File: src/rtl/ranging_pkg.sv
// Shared state encoding and default timing for the ultrasonic ranging scheduler.
// Defaults assume the 12 MHz HFOSC clock.
package ranging_pkg;

    typedef enum logic [2:0] {
        IDLE,
        TRIG,
        WAIT_RISE,
        MEASURE,
        HOLDOFF
    } ranging_state_t;

    localparam int CLK_HZ             = 12_000_000;
    localparam int DEF_TRIG_CYCLES    = CLK_HZ / 100_000;      // 10 us
    localparam int DEF_RISE_TIMEOUT   = CLK_HZ / 1000 * 3;     // 3 ms
    localparam int DEF_ECHO_MAX       = CLK_HZ / 1000 * 38;    // 38 ms
    localparam int DEF_HOLDOFF_CYCLES = CLK_HZ / 1000 * 60;    // 60 ms

endpackage

File: src/rtl/ranging_scheduler_sync2.sv
// Generic two-flop synchroniser for bringing asynchronous inputs into the clk domain.
module sync2 #(
    parameter int WIDTH = 1
) (
    input  logic             clk_i,
    input  logic             rst_i,
    input  logic [WIDTH-1:0] d_i,
    output logic [WIDTH-1:0] q_o
);

    logic [WIDTH-1:0] meta_q;
    logic [WIDTH-1:0] sync_q;

    always_ff @(posedge clk_i) begin
        if (rst_i) begin
            meta_q <= '0;
            sync_q <= '0;
        end else begin
            meta_q <= d_i;
            sync_q <= meta_q;
        end
    end

    assign q_o = sync_q;

endmodule

File: src/rtl/ranging_scheduler.sv
// Ultrasonic ranging sequencer: trig pulse, echo timing with timeouts, and
// a holdoff between pings, in single-shot or free-running mode.
module ranging_scheduler
    import ranging_pkg::*;
#(
    parameter int TRIG_CYCLES    = DEF_TRIG_CYCLES,
    parameter int RISE_TIMEOUT   = DEF_RISE_TIMEOUT,
    parameter int ECHO_MAX       = DEF_ECHO_MAX,
    parameter int HOLDOFF_CYCLES = DEF_HOLDOFF_CYCLES,
    parameter int CNT_W          = 32
) (
    input  logic             clk,
    input  logic             rst,
    input  logic             enable,
    input  logic             start,
    input  logic             echo,
    output logic             trig,
    output logic             busy,
    output logic [CNT_W-1:0] echo_cycles,
    output logic             meas_valid,
    output logic             meas_timeout,
    output logic [15:0]      meas_count
);

    // A phase ends on the edge where the counter holds its last value, so
    // each phase occupies exactly its configured number of cycles.
    localparam logic [CNT_W-1:0] TRIG_LAST = CNT_W'(TRIG_CYCLES - 1);
    localparam logic [CNT_W-1:0] RISE_LAST = CNT_W'(RISE_TIMEOUT - 1);
    localparam logic [CNT_W-1:0] ECHO_LAST = CNT_W'(ECHO_MAX - 1);
    localparam logic [CNT_W-1:0] HOLD_LAST = CNT_W'(HOLDOFF_CYCLES - 1);
    localparam logic [CNT_W-1:0] ECHO_SAT  = CNT_W'(ECHO_MAX);
    localparam logic [CNT_W-1:0] CNT_ONE   = CNT_W'(1);

    logic echo_s;

    sync2 #(
        .WIDTH(1)
    ) u_echo_sync (
        .clk_i(clk),
        .rst_i(rst),
        .d_i  (echo),
        .q_o  (echo_s)
    );

    ranging_state_t   state_q, state_d;
    logic [CNT_W-1:0] cnt_q, cnt_d;
    logic [CNT_W-1:0] cnt_inc;
    logic             trig_q, trig_d;
    logic             busy_q, busy_d;
    logic [CNT_W-1:0] echo_cycles_q, echo_cycles_d;
    logic             valid_q, valid_d;
    logic             timeout_q, timeout_d;
    logic [15:0]      count_q, count_d;

    always_ff @(posedge clk) begin
        if (rst) begin
            state_q       <= IDLE;
            cnt_q         <= '0;
            trig_q        <= 1'b0;
            busy_q        <= 1'b0;
            echo_cycles_q <= '0;
            valid_q       <= 1'b0;
            timeout_q     <= 1'b0;
            count_q       <= '0;
        end else begin
            state_q       <= state_d;
            cnt_q         <= cnt_d;
            trig_q        <= trig_d;
            busy_q        <= busy_d;
            echo_cycles_q <= echo_cycles_d;
            valid_q       <= valid_d;
            timeout_q     <= timeout_d;
            count_q       <= count_d;
        end
    end

    // One shared counter times each phase and doubles as the echo width.
    assign cnt_inc = (cnt_q == '1) ? cnt_q : cnt_q + CNT_ONE;

    always_comb begin
        state_d       = state_q;
        cnt_d         = cnt_q;
        trig_d        = 1'b0;
        echo_cycles_d = echo_cycles_q;
        valid_d       = 1'b0;
        timeout_d     = 1'b0;
        count_d       = count_q;

        unique case (state_q)
            IDLE: begin
                if (start || enable) begin
                    state_d = TRIG;
                    cnt_d   = '0;
                    trig_d  = 1'b1;
                end
            end
            TRIG: begin
                if (cnt_q >= TRIG_LAST) begin
                    state_d = WAIT_RISE;
                    cnt_d   = '0;
                end else begin
                    cnt_d  = cnt_inc;
                    trig_d = 1'b1;
                end
            end
            WAIT_RISE: begin
                if (echo_s) begin
                    state_d = MEASURE;
                    cnt_d   = CNT_ONE;
                end else if (cnt_q >= RISE_LAST) begin
                    state_d   = HOLDOFF;
                    cnt_d     = '0;
                    timeout_d = 1'b1;
                    count_d   = count_q + 16'd1;
                end else begin
                    cnt_d = cnt_inc;
                end
            end
            MEASURE: begin
                if (!echo_s) begin
                    state_d       = HOLDOFF;
                    cnt_d         = '0;
                    echo_cycles_d = cnt_q;
                    valid_d       = 1'b1;
                    count_d       = count_q + 16'd1;
                end else if (cnt_q >= ECHO_LAST) begin
                    state_d       = HOLDOFF;
                    cnt_d         = '0;
                    echo_cycles_d = ECHO_SAT;
                    valid_d       = 1'b1;
                    timeout_d     = 1'b1;
                    count_d       = count_q + 16'd1;
                end else begin
                    cnt_d = cnt_inc;
                end
            end
            HOLDOFF: begin
                // A stuck-high echo keeps us here so the next ping starts clean.
                if (cnt_q >= HOLD_LAST && !echo_s) begin
                    cnt_d = '0;
                    if (enable) begin
                        state_d = TRIG;
                        trig_d  = 1'b1;
                    end else begin
                        state_d = IDLE;
                    end
                end else begin
                    cnt_d = cnt_inc;
                end
            end
            default: begin
                state_d = IDLE;
                cnt_d   = '0;
            end
        endcase

        busy_d = (state_d != IDLE);
    end

    assign trig         = trig_q;
    assign busy         = busy_q;
    assign echo_cycles  = echo_cycles_q;
    assign meas_valid   = valid_q;
    assign meas_timeout = timeout_q;
    assign meas_count   = count_q;

endmodule
File: config.mk
export PLATFORM = sky130hd
export DESIGN_NAME = ranging_scheduler
export DESIGN_NICKNAME = d
export VERILOG_FILES = /design/src/rtl/ranging_pkg.sv /design/src/rtl/ranging_scheduler_sync2.sv /design/src/rtl/ranging_scheduler.sv
export SDC_FILE = /design/constraint.sdc
export NUM_CORES = 1
export LEC_CHECK = 0
export ABC_CLOCK_PERIOD_IN_PS = 3900
export CAP_MARGIN = 15
export CORE_MARGIN = 4
export CORE_UTILIZATION = 31
export DETAILED_ROUTE_END_ITERATION = 12
export GPL_TIMING_DRIVEN = 0
export SLEW_MARGIN = 5
export SYNTH_ARGS = -nofsm -noshare
export SYNTH_HDL_FRONTEND = slang
export SYNTH_SLANG_ARGS = --single-unit
File: constraint.sdc
create_clock -name clk -period 3.9 [get_ports clk]
set_input_delay 0.78 -clock clk [delete_from_list [all_inputs] [get_ports clk]]
set_output_delay 0.78 -clock clk [all_outputs]
set_load 0.005 [all_outputs]
==> impl_metrics.py <==
metrics = {
    "outcome": {
        "outcome": "complete, no violations",
    },
    "global_route": {
        "grt_pass1_wl_um": 17700,
        "gr-usage-all-layers_pct": 14.8,
        "antenna_found_initial": 0,
        "grt_start_max_net_pins": 15,
        "grt_pass1_vias": 3510,
        "overflow": 0,
    },
    "clocking": {
        "clock_latency_ps": 340,
        "cts.path.max_buffers": 2,
        "clock-sinks": 89,
        "cts.htree.levels": 3,
        "postCtsHoldBufs": 0,
        "post_cts_buffers": 0,
        "cts-root-buf": "clkbuf_16",
        "cts_tree": "yes",
        "cts-resized-gates": 0,
        "cts_buffers": 9,
        "clk_pin_slew_ps": 60,
    },
    "floorplanning": {
        "die_height_um": 123,
        "start_util_pct": 32.0,
        "die_area_um2": 15000,
        "die_w_um": 123,
        "pin_count": 57,
        "core_area_um2": 12700,
        "rows": 41,
    },
    "min_path": {
        "hold_class": "reg -> reg",
    },
    "detailed_routing": {
        "drc": 0,
        "post_drt_wl_per_cell_um": 14.8,
        "via_per_inst": 5.05,
        "first_pass_iters": 4,
        "drt-initial-drc-count": 234,
        "num_vias": 3593,
        "wl_um": 10500,
        "antenna_left": 0,
    },
    "sta": {
        "max_freq_mhz": 355,
        "hold_viol_final": 0,
        "relSlewSlack_pct": 34.9,
        "post-route-min-period_ps": 2820,
        "rsz0062_at_grt": "no",
        "tightest_slew_ps": 969,
        "period_share_pct": 72.3,
        "finalClockSkew_ps": 9.35,
        "setup_tns_ps": 0,
        "slew_viol_final": 0,
        "finalSetupViolCount": 0,
        "whs_ps": 456,
    },
    "finish": {
        "areaGrowthSynthToFinish_pct": 25.4,
        "num_antenna_cells": 0,
        "fillCellCount": 1308,
        "multiInputGateArea_um2": 2140,
        "final_area_um2": 5110,
        "drive_above_1_share_pct": 7.59,
        "ff_latch_area_um2": 1780,
        "utilization_pct": 40.2,
        "nNetsFinal": 542,
    },
    "synthesis": {
        "ys_seq_area_share_pct": 43.7,
        "synth_cell_type_count": 50,
        "avgSynthCellArea_um2": 8.69,
        "synth_warnings": 0,
        "syn_area_um2": 4080,
        "ys_seq_elements": 89,
        "postSynthCellCount": 469,
        "syn-num-nets": 476,
    },
    "worst_setup_path": {
        "critPathMaxFanout": 10,
        "endpoint_kind": "flip-flop",
        "required_ps": 4110,
        "path_class": "reg -> reg",
        "crit_arrival_ps": 3030,
        "cp-start-kind": "flip-flop",
    },
    "placed_design": {
        "hpwl_um": 7640,
        "placed_area_um2": 4850,
        "port_buffers": 55,
        "gp_congestion": 0.873,
    },
    "pwr": {
        "p_leak_nw": 1.87,
        "powerDensity_nw_per_um2": 346,
        "peakVddDrop_v": 0.000173,
    },
    "flow_run": {
        "drv_cap": 0,
    },
}
==> cells in the final DEF, fill, tap and decap left out, types with 9 or more instances in the layout <==
cell and n:
a22oi_1 23, and3_1 18, buf_2 10, clkbuf_1 23, clkbuf_16 9, clkdlybuf4s50_1 55
dfxtp_1 89, nand2_1 21, nand3_1 20, nand4_1 20, nor2_1 100, nor3_1 20
xor2_1 34
==> through the flow <==
stage | setup WS, ps | std cells | power [mW]
5_1_grt | 756 | 712 | 1.83
6_report | 1080 | 712 | 1.77
2_1_floorplan | 1560 | 469 | 0.981
4_1_cts | 1110 | 712 | 1.79
3_5_place_dp | 926 | 696 | 1.01
3_3_place_gp | 478 | 696 | 1.00
==> layer usage <==
metal  wire (um)  GRT usage [%]
met4         123           4.62
met3         619           4.93
met1        4860           19.1
met5           0              0
met2        4920           23.3
==> critical path, cell delays in order, from the launching register on <==
cell and delay [ps]:
dfxtp_1 480, ha_1 260, nand3_1 200, o21ai_1 370
a2111oi_4 160, o22ai_1 530, buf_2 350, nand4_1 130
xor2_1 160, nor2_1 60
==> state kept, by name, summed over array words and instances (netlist names) <==
name	flops
busy	1
meas_count	16
meas_timeout	1
u_echo_sync.meta_q	1
echo_cycles	32
state_q	3
cnt_q	32
meas_valid	1
trig	1
u_echo_sync.q_o	1
==> kinds of logic (layout without fill, tap and decap cells) <==
kind of cell,after synthesis,count (layout),share of synthesized area [%]
simple gates,241,241,31.4
fa+ha+maj,2,2,0.614
xor+xnor,42,42,9.02
compound gates,58,58,11.0
mux,1,1,0.246
flops,89,89,43.7
buf+inv,36,107,3.99
==> cells in the mapped netlist (all sizes together) <==
master | number | area [um^2]
buf | 12 | 72.6
a31oi | 4 | 25.0
ha | 2 | 25.0
nor3b | 1 | 7.51
nand3 | 20 | 100
o211a | 1 | 10.0
or2 | 2 | 12.5
nand2b | 1 | 6.26
nor4 | 11 | 148
a211oi | 3 | 22.5
xor2 | 34 | 298
o21a | 1 | 7.51
nand4b | 2 | 23.8
and4 | 5 | 46.3
o22a | 1 | 8.76
and2 | 2 | 12.5
nand2 | 21 | 78.8
nor2b | 8 | 50.1
o22ai | 1 | 6.26
a2111oi | 3 | 63.8
clkbuf | 21 | 78.8
nand3b | 2 | 15.0
or4 | 2 | 18.8
a21o | 3 | 22.5
inv | 3 | 11.3
and3 | 18 | 113
a21oi | 6 | 30.0
o211ai | 1 | 7.51
and4b | 3 | 30.0
nor2 | 100 | 375
nand4 | 20 | 125
a211o | 1 | 8.76
a22oi | 23 | 173
o2111ai | 1 | 8.76
dfxtp | 89 | 1780
o31ai | 2 | 15.0
o311ai | 1 | 8.76
or3 | 3 | 18.8
nor3 | 20 | 100
o21ai | 6 | 30.0
mux2i | 1 | 10.0
xnor2 | 8 | 70.1
==> area by class of cell <==
cell class / instances / share of cell area (%)
multi-input cells: 344 / 41.8
well taps: 172 / 4.21
clock inverters: 5 / 0.636
inverters: 3 / 0.220
flip-flops and latches: 89 / 34.8
repair buffers: 55 / 10.8
clock buffers: 11 / 4.55
plain buffers: 33 / 2.96
==> power by group <==
part,total (mW),switching (mW),internal (mW),leakage (nW)
logic,0.0658,0.0421,0.0237,1.02
clock network,0.785,0.354,0.431,0.133
registers,0.919,0.00461,0.915,0.718
total,1.77,0.401,1.37,1.87
==> path summary, 6_finish.rpt <==
path              depth (start not counted)              end  slack, ps          startpoint
hold reg to reg                           1  u_echo_sync.q_o        460  u_echo_sync.meta_q
setup reg to reg                          9   meas_count[13]       1080            cnt_q[0]
setup / recovery                          9   meas_count[13]       1080            cnt_q[0]
hold / removal                            1  u_echo_sync.q_o        460  u_echo_sync.meta_q
Power figures use the tool's default switching activity.
==> RTL edit, RTL diff (same settings) <==
The 5 states of `ranging_state_t` get a one-hot encoding in 5 bits.
--- a/src/rtl/ranging_pkg.sv
+++ b/src/rtl/ranging_pkg.sv
@@ -4,8 +4,8 @@
 
-    typedef enum logic [2:0] {
-        IDLE,
-        TRIG,
-        WAIT_RISE,
-        MEASURE,
-        HOLDOFF
+    typedef enum logic [4:0] {
+        IDLE      = 5'b00001,
+        TRIG      = 5'b00010,
+        WAIT_RISE = 5'b00100,
+        MEASURE   = 5'b01000,
+        HOLDOFF   = 5'b10000
     } ranging_state_t;
Formal check against the unedited RTL: no difference found for any inputs over 10 cycles, from zero or initial values and one cycle with rst high; not proved beyond that.
==> RTL edit against the original RTL <==
- sequential cell count increased by 2
- synthesized area increased by 2.6%
- power increased by 8.2%
- largest cell class unchanged
- worst hold slack improved by 0.0046 ns
- cell area increased by 3.0%
- worst setup slack got worse by 0.19 ns
- sequential share of layout area decreased by 0.26 points
- wire length increased by 12%
- count of clock-buffer cells in the layout unchanged
- final cell count increased by 6.0%
- critical endpoint is now cnt_q[15]
==> RTL edit: results (changes against the original RTL) <==
{| class="wikitable"
! Metric !! Value
|-
| Run status || complete, no violations
|-
| Compound-Gate Fraction of Synth Area || 0.1894 (+0.07952)
|-
| DP Wirelength || 8584 um (+12%)
|-
| Critical path's largest stage delay || 0.65 ns (+0.12 ns)
|-
| Crit path arrival time || 3.25 ns (+0.22 ns)
|-
| Switching part of the total power || 0.2236 (-0.002657)
|-
| Met3 GRT Util || 0.03678 (-0.01252)
|-
| Maximum fanout count along the critical path || 8 (-2)
|-
| Switching component of the power || 428.3 uW (+6.9%)
|-
| Share of the yosys chip area belonging to registers || 0.4357 (-0.001411)
|-
| Leading post-synthesis cells by cell area || sky130_fd_sc_hd__dfxtp_1 44%, sky130_fd_sc_hd__nor2_1 6.0%, sky130_fd_sc_hd__nand2_1 4.3%
|-
| Pre-CTS setup slack || 0.9579 ns (+0.03238 ns)
|-
| Maximum ir drop on the vdd rail || 0.0001782 V (+2.8%)
|-
| Global-route met1 utilization || 0.2130 (+0.02199)
|-
| Total global routing track utilization || 0.1556 (+0.007803)
|-
| Met2 Use GR || 0.2412 (+0.008213)
|-
| WL met1 || 5521 um (+14%)
|-
| Xor-xnor portion of the synthesized cell area || 0.04189 (-0.04835)
|-
| Global-route wire length before repair || 18990 um (+7.6%)
|-
| Cell with the largest stage delay on the worst path || sky130_fd_sc_hd__nor4_1
|-
| Synthesized instance count || 507 (+8.1%)
|-
| Ratio of cells with drive above 1 in the final layout || 0.07254 (-0.003387)
|-
| Proportion of synthesized area in mux cells || 0.004788 (+0.002332)
|-
| Setup skew after layout || 0.006442 ns (-0.002906 ns)
|-
| Most frequent cells after synthesis || 91 x sky130_fd_sc_hd__dfxtp_1, 67 x sky130_fd_sc_hd__nor2_1, 48 x sky130_fd_sc_hd__nand2_1
|-
| Final Net Count || 581 (+7.2%)
|-
| Area share of fa/ha/maj cells after synthesis || 0.005984 (-0.0001543)
|}
[RTL edit: changes by cell type in the layout (fill, tap and decap cells not counted), sizes merged, moves of 6 or more]
cell	change
o221a	+9
nand3	+14
nor2	-33
o21ai	+16
xor2	-24
inv	+8
nor3	-8
or3	+10
a21oi	+16
nand2	+27
nand4	-9
nor2b	-6
[RTL edit: area by class of cell]
cell class | count | area (sq um)
Fill cell | 1358 | 7975
Multi-Input combinational cell | 370 | 2170
Sequential cell | 91 | 1822
Timing Repair Buffer | 56 | 560.5
Clock buffer | 11 | 242.7
Tap cell | 176 | 220.2
Buffer | 35 | 148.9
Clock inverter | 5 | 62.56
Inverter | 11 | 41.29
[RTL edit: path summary, 6_finish.rpt]
path	startpoint	endpoint	slack, ns
min reg2reg	u_echo_sync.meta_q	u_echo_sync.q_o	0.46
min	u_echo_sync.meta_q	u_echo_sync.q_o	0.46
max	cnt_q[1]	cnt_q[15]	0.89
max reg2reg	cnt_q[1]	cnt_q[15]	0.89
